<file path="config.mk">
export PLATFORM = sky130hd
export DESIGN_NAME = uart_transmitter_flat
export DESIGN_NICKNAME = d
export VERILOG_FILES = /design/src/rtl/uart_transmitter_if.sv /design/src/rtl/uart_transmitter.sv /design/src/flat_wrapper.sv
export SDC_FILE = /design/constraint.sdc
export NUM_CORES = 1
export LEC_CHECK = 0
export ABC_AREA = 1
export BUFFER_PORTS_ARGS = -buffer_cell sky130_fd_sc_hd__buf_2
export CAP_MARGIN = 30
export CORE_MARGIN = 3
export CORE_UTILIZATION = 50
export CTS_CLUSTER_DIAMETER = 150
export DETAILED_ROUTE_END_ITERATION = 6
export GPL_TIMING_DRIVEN = 0
export PLACE_DENSITY = 0.73
export REMOVE_ABC_BUFFERS = 1
export SYNTH_ARGS = -nofsm -noshare
export SYNTH_HDL_FRONTEND = slang
export SYNTH_SLANG_ARGS = --single-unit
</file>
<file path="constraint.sdc">
create_clock -name clk -period 1.45 [get_ports clk]
set_clock_uncertainty 0.05 [all_clocks]
set_input_delay 0.2175 -clock clk [delete_from_list [all_inputs] [get_ports clk]]
set_output_delay 0.2175 -clock clk [all_outputs]
set_load 0.03 [all_outputs]
</file>
<file path="src/rtl/uart_transmitter_if.sv">
// uart_transmitter_if: baud tick, byte request and serial-line status between a byte source and the UART transmitter
interface uart_transmitter_if #(
    parameter int DATA_BITS = 8
);
    logic                 tick_in;
    logic                 tx_start;
    logic [DATA_BITS-1:0] data_in;
    logic                 tx;
    logic                 tx_busy;
    logic                 tx_done;
    modport master (output tick_in, tx_start, data_in, input tx, tx_busy, tx_done);
    modport slave  (input tick_in, tx_start, data_in, output tx, tx_busy, tx_done);
endinterface

</file>
<file path="src/rtl/uart_transmitter.sv">
// uart_transmitter: serialises one byte per request as start, LSB-first data, optional parity and stop bits
module uart_transmitter #(
    parameter int DATA_BITS  = 8,
    parameter int OVERSAMPLE = 16,
    parameter int STOP_BITS  = 1,
    parameter int PARITY_EN  = 0,
    parameter int PARITY_ODD = 0
) (
    input logic               clk,
    input logic               rst,
    uart_transmitter_if.slave bus
);
    localparam int TW = (OVERSAMPLE > 1) ? $clog2(OVERSAMPLE) : 1;
    localparam int BW = $clog2(DATA_BITS);

    typedef enum logic [2:0] {S_IDLE, S_START, S_DATA, S_PARITY, S_STOP} state_t;

    state_t               r_state, w_state_nx;
    logic [TW-1:0]        r_tick_cnt, w_tick_cnt_nx;
    logic [BW-1:0]        r_bit_cnt, w_bit_cnt_nx;
    logic [DATA_BITS-1:0] r_shift, w_shift_nx;
    logic                 r_par, w_par_nx;
    logic                 r_tx, w_tx_nx;
    logic                 r_busy, w_busy_nx;
    logic                 r_done, w_done_nx;
    logic                 w_bit_end;

    assign w_bit_end = bus.tick_in && (r_tick_cnt == TW'(OVERSAMPLE - 1));

    // tx is computed from the next state so the pin changes on the same edge as the FSM
    always_comb begin
        w_state_nx    = r_state;
        w_tick_cnt_nx = r_tick_cnt;
        w_bit_cnt_nx  = r_bit_cnt;
        w_shift_nx    = r_shift;
        w_par_nx      = r_par;
        w_tx_nx       = r_tx;
        w_busy_nx     = r_busy;
        w_done_nx     = 1'b0;
        if (r_state != S_IDLE && bus.tick_in)
            w_tick_cnt_nx = w_bit_end ? '0 : r_tick_cnt + 1'b1;
        case (r_state)
            S_IDLE: begin
                if (bus.tx_start) begin
                    w_state_nx    = S_START;
                    w_tick_cnt_nx = '0;
                    w_bit_cnt_nx  = '0;
                    w_shift_nx    = bus.data_in;
                    w_par_nx      = (^bus.data_in) ^ (PARITY_ODD != 0);
                    w_tx_nx       = 1'b0;
                    w_busy_nx     = 1'b1;
                end
            end
            S_START: begin
                if (w_bit_end) begin
                    w_state_nx = S_DATA;
                    w_tx_nx    = r_shift[0];
                end
            end
            S_DATA: begin
                if (w_bit_end) begin
                    w_shift_nx = r_shift >> 1;
                    if (r_bit_cnt == BW'(DATA_BITS - 1)) begin
                        w_bit_cnt_nx = '0;
                        w_state_nx   = (PARITY_EN != 0) ? S_PARITY : S_STOP;
                        w_tx_nx      = (PARITY_EN != 0) ? r_par : 1'b1;
                    end else begin
                        w_bit_cnt_nx = r_bit_cnt + 1'b1;
                        w_tx_nx      = r_shift[1];
                    end
                end
            end
            S_PARITY: begin
                if (w_bit_end) begin
                    w_state_nx = S_STOP;
                    w_tx_nx    = 1'b1;
                end
            end
            S_STOP: begin
                if (w_bit_end) begin
                    if (r_bit_cnt == BW'(STOP_BITS - 1)) begin
                        w_state_nx = S_IDLE;
                        w_busy_nx  = 1'b0;
                        w_done_nx  = 1'b1;
                    end else begin
                        w_bit_cnt_nx = r_bit_cnt + 1'b1;
                    end
                end
            end
            default: w_state_nx = S_IDLE;
        endcase
    end

    always_ff @(posedge clk or posedge rst) begin
        if (rst) begin
            r_state    <= S_IDLE;
            r_tick_cnt <= '0;
            r_bit_cnt  <= '0;
            r_shift    <= '0;
            r_par      <= 1'b0;
            r_tx       <= 1'b1;
            r_busy     <= 1'b0;
            r_done     <= 1'b0;
        end else begin
            r_state    <= w_state_nx;
            r_tick_cnt <= w_tick_cnt_nx;
            r_bit_cnt  <= w_bit_cnt_nx;
            r_shift    <= w_shift_nx;
            r_par      <= w_par_nx;
            r_tx       <= w_tx_nx;
            r_busy     <= w_busy_nx;
            r_done     <= w_done_nx;
        end
    end

    assign bus.tx      = r_tx;
    assign bus.tx_busy = r_busy;
    assign bus.tx_done = r_done;
endmodule

</file>
<file path="src/flat_wrapper.sv">
// flat-port wrapper written by rule: the top's interface ports become plain ports
module uart_transmitter_flat 
#(
    parameter int DATA_BITS  = 8,
    parameter int OVERSAMPLE = 16,
    parameter int STOP_BITS  = 1,
    parameter int PARITY_EN  = 0,
    parameter int PARITY_ODD = 0
)
  (clk, rst, bus_tick_in, bus_tx_start, bus_data_in, bus_tx, bus_tx_busy, bus_tx_done);
  uart_transmitter_if #(.DATA_BITS(DATA_BITS)) bus_i ();
  input logic clk;
  input logic rst;
  input wire logic [$bits(bus_i.tick_in)-1:0] bus_tick_in;
  input wire logic [$bits(bus_i.tx_start)-1:0] bus_tx_start;
  input wire logic [$bits(bus_i.data_in)-1:0] bus_data_in;
  output wire logic [$bits(bus_i.tx)-1:0] bus_tx;
  output wire logic [$bits(bus_i.tx_busy)-1:0] bus_tx_busy;
  output wire logic [$bits(bus_i.tx_done)-1:0] bus_tx_done;
  assign bus_i.tick_in = bus_tick_in;
  assign bus_i.tx_start = bus_tx_start;
  assign bus_i.data_in = bus_data_in;
  assign bus_tx = bus_i.tx;
  assign bus_tx_busy = bus_i.tx_busy;
  assign bus_tx_done = bus_i.tx_done;
  uart_transmitter #(.DATA_BITS(DATA_BITS), .OVERSAMPLE(OVERSAMPLE), .STOP_BITS(STOP_BITS), .PARITY_EN(PARITY_EN), .PARITY_ODD(PARITY_ODD)) u_core (.clk(clk), .rst(rst), .bus(bus_i));
endmodule
</file>
==> results of run 1 <==
-- placed cells by master (no fill, tap or decap), types with 3 or more instances in the layout --
cell and instances:
buf_2 14, a21boi_0 7, nand2_1 45, nand2_2 9, nand3_1 3, dfrtp_1 17
o21ai_0 5, ha_1 3, nand3_4 3, buf_4 12, inv_1 15, o21ai_1 9
inv_2 4, nor2_4 3, dfrtp_2 3, clkbuf_4 3, nor2_1 11
-- how the worst max path moves through the flow --
stage	start	endpoint	slack, ps	cells after the start
floorplan	u_core.r_tick_cnt[0]	u_core.r_shift[1]	90	8
global placement	u_core.r_tick_cnt[0]	u_core.r_state[1]	-100	8
detailed placement	u_core.r_tick_cnt[0]	u_core.r_shift[3]	-110	8
CTS	u_core.r_tick_cnt[1]	u_core.r_shift[6]	-20	8
global route	u_core.r_tick_cnt[1]	u_core.r_state[1]	-120	8
finish	u_core.r_tick_cnt[1]	u_core.r_state[2]	-5	8
-- report_power, final --
| part | switching [W] | leakage [nW] | internal (W) | total (W) |
|---|---|---|---|---|
| combinational | 0.000983 | 0.513 | 0.000657 | 0.00164 |
| clock | 0.000180 | 0.0150 | 0.000107 | 0.000287 |
| sequential | 0.000171 | 0.258 | 0.000835 | 0.00101 |
-- routing by layer --
metal | vias up | wire length [um]
li1 | 565 | -
met1 | 468 | 1204
met2 | 19 | 1177
met3 | 4 | 88
met4 | 0 | 41
met5 | - | 0
-- cell families (layout without fill, tap and decap cells) --
group,after synthesis,in the layout
fa+ha+maj,4,4
simple gates,79,80
xor+xnor,1,1
flops,21,21
buf+inv,21,53
compound gates,30,30
-- synthesized netlist by cell type (all sizes together) --
master,count
buf,1
ha,4
o21ai,15
dfstp,1
nand3,5
o21bai,2
xnor2,1
inv,20
a21oi,4
dfrtp,20
nor3,1
nor2,16
a21boi,8
nand4,2
nand2,55
o31ai,1
-- sequential cells by signal, indices dropped and copies added (netlist names) --
| register | cells |
|---|---|
| u_core.r_state | 3 |
| u_core.bus.tx_done | 1 |
| u_core.bus.tx_busy | 1 |
| u_core.r_bit_cnt | 3 |
| u_core.bus.tx | 1 |
| u_core.r_tick_cnt | 4 |
| u_core.r_shift | 8 |
-- what timing repair did --
action / 4_1_cts / 5_1_grt
pin swaps: 2 / 11
hold buffers: 1 / 0
gates resized for setup: 4 / 24
endpoints found under the setup margin: 14 / 16
setup buffers: 4 / 10
endpoints found under the hold margin: 10 / 0
gates cloned: 0 / 1
-- area by class of cell --
cell class | instances | area [sq um]
inverter | 20 | 77.57
tap | 28 | 35.03
fill | 200 | 733.2
timing repair buffer | 29 | 192.7
clock buffer | 4 | 26.28
sequential | 21 | 530.5
multi-input combinational | 115 | 659.4
-- per-stage QoR --
stage / cell area, sq um / total power [W]
floorplan: 1189 / 0.002007
global placement: 1294 / 0.002223
detailed placement: 1294 / 0.002279
CTS: 1380 / 0.002672
global route: 1521 / 0.003225
finish: 1521 / 0.002932
-- worst max-delay path, delay by kind of cell (launching register included) --
kind                     cells  cell delay, ps
flip-flops                   1             390
buffers and inverters        1             130
AND/OR/NAND/NOR              6             620
adder cells (fa/ha/maj)      1             200
==> results, run 1 <==
- The multiplexer area fraction after synthesis is 0%.
- The initial antenna violation count came to 0.
- The tightest hold path in the finished design has a slack of 110.8 ps.
- The count of cell types in the netlist is 24.
- Synthesis handed over a netlist of 156 instances.
- For this design the top-level I/O count stands at 15.
- From synthesis to final layout, the design area changed by 26.80%.
- During synthesis, Yosys emitted a total of 0 warnings.
- met2 is the most crowded layer.
- In this run the remaining antenna-violating nets after routing total 0.
- TritonCTS built the clock tree.
- The initial utilization of the core area, before any placement, comes to 53.22%.
- The sink of the worst hold path is u_core.r_shift[7].
- The kind of start point of the critical path is a flip-flop.
- The clock root buffer is clkbuf_4.
- The setup path with the least slack is of type flip-flop to flip-flop.
- Entering global routing, the biggest net connects 22 pins.
- The worst voltage drop across the vdd grid is 0.001098 V.
- The shortest clock period the worst path allows after layout is 1455 ps.
- The instance count after placement with tap cells included is 197.
- The overall fraction of global-route tracks in use is 18.59%.
- The startpoint of the most critical hold path is bus_data_in[7].
- Prior to clock tree synthesis, the placed netlist has a worst setup slack of -112.0 ps.
- In this run the number of H-tree levels came out at 1.
- After Yosys synthesis, and, or, nand and nor cells account for 28.88% of the synthesized area.
- Measured in cells, the most critical reg-to-reg path has a length of 8.
- Setup violations remaining at the end of the flow were counted as 2.
- The static leakage is 0.7860 nW.
- Timing would allow up to 0.6871 GHz.
- The congestion estimate from routability-driven global placement came to 0.9272.
- The via count of the first global-routing pass is 933.
- At the pin with the least slew margin, the transition time is 786.9 ps.
- Setup repair after global routing could not meet its margin everywhere.
- The iteration count of the initial detailed-routing pass is 4.
- The post-route clock period utilization is 100.4%.
- Traced cell by cell, the critical path runs through ha_2 -> nand2_2 -> nor2_4 -> buf_6 -> nor2_2 -> nor2_2 -> nand4_1 -> nand2_1.
- The synthesized netlist devotes 15.12% of its cell area to compound gates.
- The width of the die is 54.99 um.
- The critical path data arrival time is 1650 ps.
- Global routing consumed, on the met3 layer, 2.413% of the routing resources.
- The first-pass GRT wire length is 4029 um.
- Data on the critical path is required at its endpoint by 1640 ps.
- Clock-pin slew was measured on the worst setup and hold paths at 120 ps.
- The antenna cell count is 0.
- The synthesized area per cell is 7.692 sq um.
- Detailed placement finished with a half-perimeter wire length of 1679 um.
- The fraction of layout cells with a size suffix above 1 is 32.80%.
- Wires add up to 2511 um.
- The most used cell along the critical path is nor2_2.
- The register-to-register setup slack is -5 ps.
- The global routing met1 resource utilization is 24.54%.
- The area of the die is 3023 sq um.
- The core occupancy in the finished layout is 67.48%.
- By area the synthesized netlist is led by dfrtp_1, nand2_1, inv_1.
- The area of the core is 2255 sq um.
- In this run the vertical extent of the chip is 54.99 um.
- The type of element capturing the critical path is a flip-flop.
- The synthesized design spends more area on one cell type than any other, namely dfrtp_1.
- The total number of clock tree sinks is 21.
- The destination of the worst register-to-register timing path is u_core.r_state[2].
- Setup slack on the critical path of the routed design comes to -5.431 ps.
- The number of synthesized register bits is 21.
- The number of buffers created by CTS is 3.
- The starting DRC count in detailed routing is 24.
- Summing the sequential cell areas from Yosys gives 43.90% of the chip area.
- Dividing total power by cell area gives a power density of 1927 nW/um^2.
- Using the TritonRoute via totals, the vias-per-cell ratio works out to 4.866.
- The maximum single-stage delay on the critical path is 390 ps.
- The met2 track demand over resource is 30.12%.
- Once layout is complete, the cells apart from fillers number 217.
- The clock network latency to the later pin of the worst-skew pair is 310 ps.
- The final-layout setup total negative slack is -7.981 ps.
- The max-slew violation count is 0.
- The area of the mapped netlist is 1200 sq um.
- The checks that failed: setup timing.
- The max-capacitance violation count is 0.
- The number of rows in the core area is 17.
- For this design, the slowest cell found on the critical path is dfrtp_1.
- The proportion of netlist area held by the largest area contributor is 41.71%.
- The relative slew slack is 47.49%.
- The number of buffers inserted by port buffering is 14.
- The synthesized netlist devotes 0.7299% of its cell area to XOR and XNOR gates.
- The DRC violation count after routing is 0.
- The total overflow left after global routing is 0.
- The worst register-to-register path begins at u_core.r_tick_cnt[1].
- In the final design database the tool counted 206 nets.
- The flow ran to the end, but the final reports show violations.
- The worst-path maximum fanout is 5.
- No sink is reached through more buffers than the 2 on the longest clock path.
- The number of vias in the routed layout is 1056.
- The path class of the lowest-slack min-delay path is input port to flip-flop.
- The adder-cell share of the synthesized area is 4.171%.
- The final-report hold violation count is 0.
- After synthesis, the largest family of logic cells by area is simple AND/OR/NAND/NOR gates.
- After detailed routing, the average wire length per cell comes to 11.57 um.
- The worst hold path depth is 3.
Note: power is estimated with default switching activity, not from simulation.
==> run 2: changes to the inputs <==
--- a/config.mk
+++ b/config.mk
@@ -5,7 +5,6 @@
 export SDC_FILE = /design/constraint.sdc
 export NUM_CORES = 1
 export LEC_CHECK = 0
-export ABC_AREA = 1
 export BUFFER_PORTS_ARGS = -buffer_cell sky130_fd_sc_hd__buf_2
 export CAP_MARGIN = 30
 export CORE_MARGIN = 3
==> run 2 against run 1 <==
Against the previous run:
- register-to-register slack lost 180 ps
- sequential share of layout area rose by 1.8 points
- design area down 4.9%
- count of clock-buffer cells in the layout stayed put
- sequential power grew 6%
- utilization is 1.3 points higher
- critical path type unchanged
- synthesized cell count down 23%
- the flow finishes with violations (hold timing, setup timing)
- critical path depth fell by 2
- worst setup slack worse by 180 ps
==> results, run 2 <==
- The worst-path maximum fanout came to 3 (-2).
- The per-cell routed wire length is 15.78 um (+36%).
- The sequential fraction of the synthesis area is 44.50% (+0.60 points).
- The number of nets in the layout is 161 (-22%).
- The run finished, with violations left.
- The setup slack after placement is -250.1 ps (-138.1 ps).
- The worst reg2reg path startpoint is u_core.r_bit_cnt[0].
- The instance count after placement with tap cells included is 155 (-21%).
- The end of the critical path is u_core.r_bit_cnt[1].
- The synthesized area per cell is 9.864 sq um (+28%).
- The initial antenna violation count is 0 (unchanged).
- The final weighted congestion in routability-driven placement came to 0.7604 (-18%).
- The dominant register cell in the synthesized netlist is dfrtp_1.
- The number of nets still failing antenna checks after routing is 0 (unchanged).
- The fraction of synthesis flops using an asynchronous set or reset pin is 100.0% (unchanged).
- The endpoint identified for the worst register-to-register timing path is u_core.r_bit_cnt[1].
- The number of synthesized register bits is 21 (unchanged).
- The final reports fail on hold timing, setup timing.
- The relative slew slack was 45.37% (-2.1 points).
- The count of cell types in the netlist is 35 (+46%).
- The iteration count of the initial detailed-routing pass was 4 (unchanged).
- The shortest clock period the worst path allows after layout came to 1632 ps (+177.1 ps).
- The number of enable-type register cells in the synthesized netlist is 0 (unchanged).
- The per-cell via count in the routed design is 5.602 (+15%).
- The effective utilization at floorplan is 56.31% (+3.1 points).
- The post-route clock period utilization is 112.6% (+12 points).
- The top-level port count was 15 (unchanged).
- The via count of the first global-routing pass came to 889 (-4.7%).
- The total area of multi-input combinational cells was 660.6 sq um (+0.19%).
- The die extent in y was 54.66 um (-0.60%).
- The register containing the most flip-flops in the final layout is u_core.r_shift.
- The number of rows in the core area is 16 (-1).
- The max-slew violation count came to 0 (unchanged).
- The level count of the clock H-tree is 1 (unchanged).
- The maximum clock frequency came to 0.6126 GHz (-11%).
- The flip-flop count of the largest register after layout is 8 (unchanged).
- The register area is 530.5 sq um (unchanged).
- The number of hold buffers added after CTS is 0 (-1).
- The worst setup path is launched from a flip-flop.
- The total of fill cells in the finished design is 176 (-12%).
- The register-to-register setup slack came to -180 ps (-180 ps).
- Ranked by total cell area, the synthesized netlist is headed by dfrtp_1, a21oi_2, buf_6.
- Setup repair after global routing could not meet its margin everywhere.
- Relative to the synthesized area, the layout overhead comes to 22.20%.
- TritonCTS built the clock tree.
- The antenna cell count came to 0 (unchanged).
- The number of buffers created by CTS is 3 (unchanged).
- The path class of the lowest-slack min-delay path is input port to async pin.
- The proportion of netlist area held by the largest area contributor is 42.28% (+0.57 points).
- The static leakage is 0.6671 nW (-15%).
- The fraction of layout cells with a size suffix above 1 is 42.36% (+9.6 points).
- The number of failing setup endpoints in the final timing report was 3 (+1).
- The number of buffers inserted by port buffering is 14 (unchanged).
- Ranked by instance count, the synthesized netlist is headed by dfrtp_1, nand2_1, inv_1, a21oi_2.
- The area of the mapped netlist came to 1184 sq um (-1.4%).
- The overflow left after global routing was 0 (unchanged).
- The total number of clock tree sinks came to 21 (unchanged).
- The final-report hold violation count was 14 (+14).
- The area of the die came to 2987 sq um (-1.2%).
- The gate count of the mapped netlist is 120 (-23%).
- Leaving out fill and tap cells, the most frequent cell in the layout is dfrtp_1.
- The non-filler instance count after layout is 171 (-21%).
- The clock network latency to the later pin of the worst-skew pair is 310 ps (about the same).
- The total wirelength of the detailed-routed design came to 2698 um (+7.4%).
- The worst voltage drop across the vdd grid is 0.001111 V (+1.1%).
- The clock slew at the register clock pins of the worst setup and hold paths is 120 ps (about the same).
- The maximum buffer depth of the clock tree came to 2 (unchanged).
- The pin count of the biggest net entering global routing came to 22 (unchanged).
- The minimum hold slack was -4.618 ps (-115.4 ps).
- The dominant cell by count in the synthesized netlist is dfrtp_1.
- The max-capacitance violation count is 0 (unchanged).
- The tree is rooted in a clkbuf_4.
- The critical setup path kind is flip-flop to flip-flop.
- The starting DRC count in detailed routing is 18 (-25%).
- The type of element capturing the critical path is a flip-flop.
- The cell type with the highest aggregate area in the netlist is dfrtp_1.
- The timing startpoint of the critical path is u_core.r_bit_cnt[0].
- The power per cell area is 1779 nW/um^2 (-7.7%).
- The post-DP HPWL is 1625 um (-3.2%).
- In the layout the commonest cells are dfrtp_1, buf_2, nand2_1.
- The required time at the worst-slack endpoint came to 1640 ps (about the same).
- The DRC violation count after routing came to 0 (unchanged).
- The critical path data arrival time is 1820 ps (+170 ps).
- The largest registers in the layout are u_core.r_shift (8), u_core.r_tick_cnt (4).
- The slew at the pin closest to its max-slew limit was 818.6 ps (+31.71 ps).
- The overall fraction of global-route tracks in use is 20.10% (+1.5 points).
- The number of vias in the routed layout is 958 (-9.3%).
- The worst-case setup margin in the final layout is -182.5 ps (-177.1 ps).
- The yosys synthesis warning count is 0 (unchanged).
- The path depth of the worst reg2reg path came to 6 (-2).
- The width of the die is 54.66 um (-0.60%).
- The first-pass GRT wire length is 4236 um (+5.1%).
- The area of the core is 2102 sq um (-6.8%).
-- run 2: layout make-up --
cell class	instances	area share (%)
flip-flops and latches	21	36.68
well taps	27	2.336
repair buffers	25	10.64
inverters	11	2.855
multi-input cells	83	45.67
clock buffers	4	1.817
-- run 2: logic make-up (layout without fill, tap and decap cells) --
| logic type | after synthesis | after routing | share of synthesized area (%) |
|---|---|---|---|
| buffers and inverters | 17 | 40 | 8.667 |
| XOR/XNOR | 1 | 1 | 0.7401 |
| flip-flops | 21 | 21 | 44.50 |
| adder cells (fa/ha/maj) | 4 | 4 | 4.228 |
| AND/OR/NAND/NOR | 39 | 40 | 18.71 |
| multiplexers | 3 | 3 | 2.643 |
| AO/OA/AOI/OAI | 35 | 35 | 20.51 |
-- run 2: worst min-delay path by stage --
stage	start	endpoint	slack (ps)
2_1_floorplan	rst	u_core.bus.tx_busy	140
3_3_place_gp	rst	u_core.r_shift[7]	340
3_5_place_dp	rst	u_core.r_shift[6]	360
4_1_cts	rst	u_core.r_shift[6]	20
5_1_grt	rst	u_core.r_shift[4]	40
6_report	rst	u_core.r_shift[4]	-5
-- run 2: stage by stage --
stage / power, W / cell area (sq um) / hold slack [ps] / util (%) / TNS (ps)
2_1_floorplan: 0.001648 / 1122 / 143.3 / - / -339.1
3_3_place_gp: 0.001796 / 1226 / 344.7 / 58.33 / -1776
3_5_place_dp: 0.001858 / 1226 / 356.9 / 58.33 / -2176
4_1_cts: 0.002288 / 1338 / 16.72 / 63.63 / -583.8
5_1_grt: 0.002768 / 1446 / 39.76 / 68.81 / -833.7
6_report: 0.002573 / 1446 / -4.618 / 68.81 / -500.0
-- run 2: routing by layer --
metal	up-vias	share of wire (%)	global-route usage, %
li1	469	-	-
met1	463	46	26.52
met2	21	50	32.68
met3	5	3.5	5.722
met4	0	1.0	3.734
met5	-	0	0
-- run 2: repair_timing --
item	in CTS	in global routing
pin swaps	8	16
hold endpoints to repair	0	0
cloned	1	0
buffers inserted	5	6
resized for setup	13	15
endpoints found under the setup margin	14	14
-- run 2: power breakdown --
part	switching, W	internal (W)	total [W]
registers	0.000255	0.000813	0.00107
clock network	0.000185	0.000107	0.000292
logic	0.000625	0.000588	0.00121
-- run 2: worst max-delay path, stage by stage, from the launching register on --
cell     delay (ps)
dfrtp_1         420
ha_2            210
ha_4            160
or3b_4          390
a21oi_4         170
nand2_1          60
mux2i_1         120
==> run 3: changes to the inputs <==
==> constraint.sdc (replaced) <==
create_clock -name clk -period 1.4 [get_ports clk]
set_clock_uncertainty 0.05 [all_clocks]
set_input_delay 0.21 -clock clk [delete_from_list [all_inputs] [get_ports clk]]
set_output_delay 0.21 -clock clk [all_outputs]
set_load 0.03 [all_outputs]
==> run 3 against run 2 <==
Against the previous run:
- the run still ends with hold timing, setup timing left
- total power grew 3.8%
- worst setup slack worse by 47 ps
- count of clock-buffer cells in the layout is the same
- register-to-register slack got worse by 50 ps
- cell count increased by 0.58%
- first-iteration DRC count unchanged
- design area is 0.69% higher
- sequential power increased by 4%
- flip-flop and latch count stayed put
- die area stayed put
- largest cell class unchanged
- highest routed layer unchanged
==> results, run 3 (synthesis gave the netlist of run 2 again) <==
- The antenna cell count is 0 (unchanged).
- The kind of cell with the highest combined delay along the critical path is simple AND/OR/NAND/NOR gates.
- The clock root buffer is clkbuf_4.
- The pin count of the biggest net entering global routing was 22 (unchanged).
- On the critical path, the stage with the largest delay is an instance of dfrtp_1.
- The final-layout setup total negative slack came to -834.5 ps (-334.6 ps).
- The final weighted congestion in routability-driven placement came to 0.7604 (unchanged).
- The run finished, with violations left.
- The clock slew at the register clock pins of the worst setup and hold paths is 120 ps (about the same).
- The iteration count of the initial detailed-routing pass came to 4 (unchanged).
- The static leakage is 0.6721 nW (+0.74%).
- The shortest clock period the worst path allows after layout was 1629 ps (-3.220 ps).
- The worst-case setup margin in the final layout is -229.3 ps (-46.78 ps).
- The number of buffers created by CTS is 3 (unchanged).
- The critical path goes through ha_2 -> ha_4 -> or3b_4 -> a21oi_4 -> nand2_1 -> mux2i_1.
- The worst-path maximum fanout is 3 (unchanged).
- The CTS tree is built.
- The area of placed instances is 1226 sq um (unchanged).
- The fraction of layout cells with a size suffix above 1 is 43.45% (+1.1 points).
- The most common cell after layout, fill and taps aside is dfrtp_1.
- The per-cell via count in the routed design is 5.645 (+0.77%).
- The max-slew violation count is 0 (unchanged).
- The flip-flop count of the largest register after layout is 8 (unchanged).
- In this run the worst hold path is classified as input port to async pin.
- The number of failing setup endpoints in the final timing report is 10 (+7).
- The per-cell routed wire length came to 15.82 um (+0.27%).
- The effective utilization at floorplan came to 56.31% (unchanged).
- The level count of the clock H-tree is 1 (unchanged).
- The destination of the worst register-to-register timing path is u_core.r_bit_cnt[1].
- The number of nets in the layout came to 162 (+0.62%).
- The combined buffer and inverter count along the critical path is 0 (unchanged).
- The maximum clock frequency came to 0.6138 GHz (+0.20%).
- In the final layout, the registers with the most flip-flops are u_core.r_shift (8), u_core.r_tick_cnt (4).
- The initial antenna violation count came to 0 (unchanged).
- The register-to-register setup slack is -230 ps (-50 ps).
- The checks that failed: hold timing, setup timing.
- The worst setup path is of the flip-flop to flip-flop kind.
- From synthesis to final layout, the design area changed by 23.04%.
- Setup repair after global routing could not meet its margin everywhere.
- The worst voltage drop across the vdd grid was 0.001144 V (+3.0%).
- The DRC violation count after routing is 0 (unchanged).
- The post-route clock period utilization is 116.4% (+3.8 points).
- The finished layout cell area is 1456 sq um (+0.69%).
- The width of the die is 54.66 um (unchanged).
- The maximum buffer depth of the clock tree is 2 (unchanged).
- The number of vias in the routed layout was 971 (+1.4%).
- The total of fill cells in the finished design was 174 (-1.1%).
- The worst reg2reg path startpoint is u_core.r_bit_cnt[0].
- The total wirelength of the detailed-routed design came to 2721 um (+0.85%).
- The area of the die is 2987 sq um (unchanged).
- The required time at the worst-slack endpoint is 1590 ps (-50 ps).
- The top-level port count came to 15 (unchanged).
- The final-report hold violation count is 20 (+6).
- The number of rows in the core area came to 16 (unchanged).
- The library cells used most frequently in the layout, excluding fill and tap cells, are dfrtp_1, buf_2, nand2_1.
- The path depth of the worst reg2reg path is 6 (unchanged).
- The minimum hold slack was -12.94 ps (-8.325 ps).
- The post-DP HPWL is 1625 um (unchanged).
- The relative slew slack came to 45.48% (+0.11 points).
- The via count of the first global-routing pass is 894 (+0.56%).
- The max-capacitance violation count is 0 (unchanged).
- The worst setup path is captured at a flip-flop.
- The power per cell area is 1833 nW/um^2 (+3.1%).
- The number of buffers inserted by port buffering is 14 (unchanged).
- The overflow left after global routing is 0 (unchanged).
- The starting DRC count in detailed routing is 18 (unchanged).
- The die extent in y is 54.66 um (unchanged).
- The register containing the most flip-flops in the final layout is u_core.r_shift.
- The clock network latency to the later pin of the worst-skew pair is 310 ps (about the same).
- The overall fraction of global-route tracks in use was 20.10% (unchanged).
- The maximum single-stage delay on the critical path is 420 ps (about the same).
- The post-route total power is 0.002670 W (+3.8%).
- The area of the core is 2102 sq um (unchanged).
- The critical path data arrival time was 1820 ps (about the same).
- The number of hold buffers added after CTS is 0 (unchanged).
- The number of nets still failing antenna checks after routing is 0 (unchanged).
- The first-pass GRT wire length was 4243 um (+0.17%).
- The slew at the pin closest to its max-slew limit is 816.9 ps (-1.672 ps).
- STA classifies the critical path startpoint as a flip-flop.
- The total number of clock tree sinks came to 21 (unchanged).
==> run 3: timing repair <==
item,in CTS,in global routing
gates resized for setup,14,17
buffers inserted,6,6
pin swaps,8,19
endpoints found under the setup margin,15,18
cloned,1,0
==> run 3: power breakdown <==
group / leakage, nW / switching (W) / internal, W
clock: 0.0150 / 0.000191 / 0.000111
sequential: 0.245 / 0.000270 / 0.000842
combinational: 0.412 / 0.000643 / 0.000613
total: 0.672 / 0.00110 / 0.00157
==> run 3: cell type report <==
type	count	area [sq um]	area share, %
flip-flops and latches	21	530.5	36.43
well taps	27	33.78	2.320
inverters	11	41.29	2.835
multi-input cells	83	663.1	45.53
repair buffers	26	161.4	11.08
clock buffers	4	26.28	1.804
==> run 3: worst max-delay path by stage <==
stage	from	endpoint	slack (ps)	cells after the start
after floorplan	u_core.r_bit_cnt[0]	u_core.r_bit_cnt[0]	-190	6
after global placement	u_core.r_bit_cnt[0]	u_core.r_bit_cnt[0]	-290	6
after detailed placement	u_core.r_bit_cnt[0]	u_core.r_bit_cnt[0]	-300	6
after CTS	u_core.r_bit_cnt[0]	u_core.r_bit_cnt[1]	-210	6
after global routing	u_core.r_bit_cnt[0]	u_core.r_bit_cnt[1]	-290	6
final	u_core.r_bit_cnt[0]	u_core.r_bit_cnt[1]	-230	6
==> run 3: metrics by stage <==
| step | utilization (%) | setup WS (ps) | instances |
|---|---|---|---|
| finish | 69.29 | -229.3 | 172 |
| global route | 69.29 | -286.9 | 172 |
| CTS | 63.99 | -212.7 | 166 |
| detailed placement | 58.33 | -300.1 | 155 |
| global placement | 58.33 | -286.4 | 155 |
| floorplan | - | -190.0 | 114 |
==> run 3: per-layer routing <==
layer,vias to the layer above,share of wire [%],GRT usage (%)
li1,471,-,-
met1,466,45,26.18
met2,26,50,32.28
met3,8,3.9,6.267
met4,0,2.0,4.564
met5,-,0,0
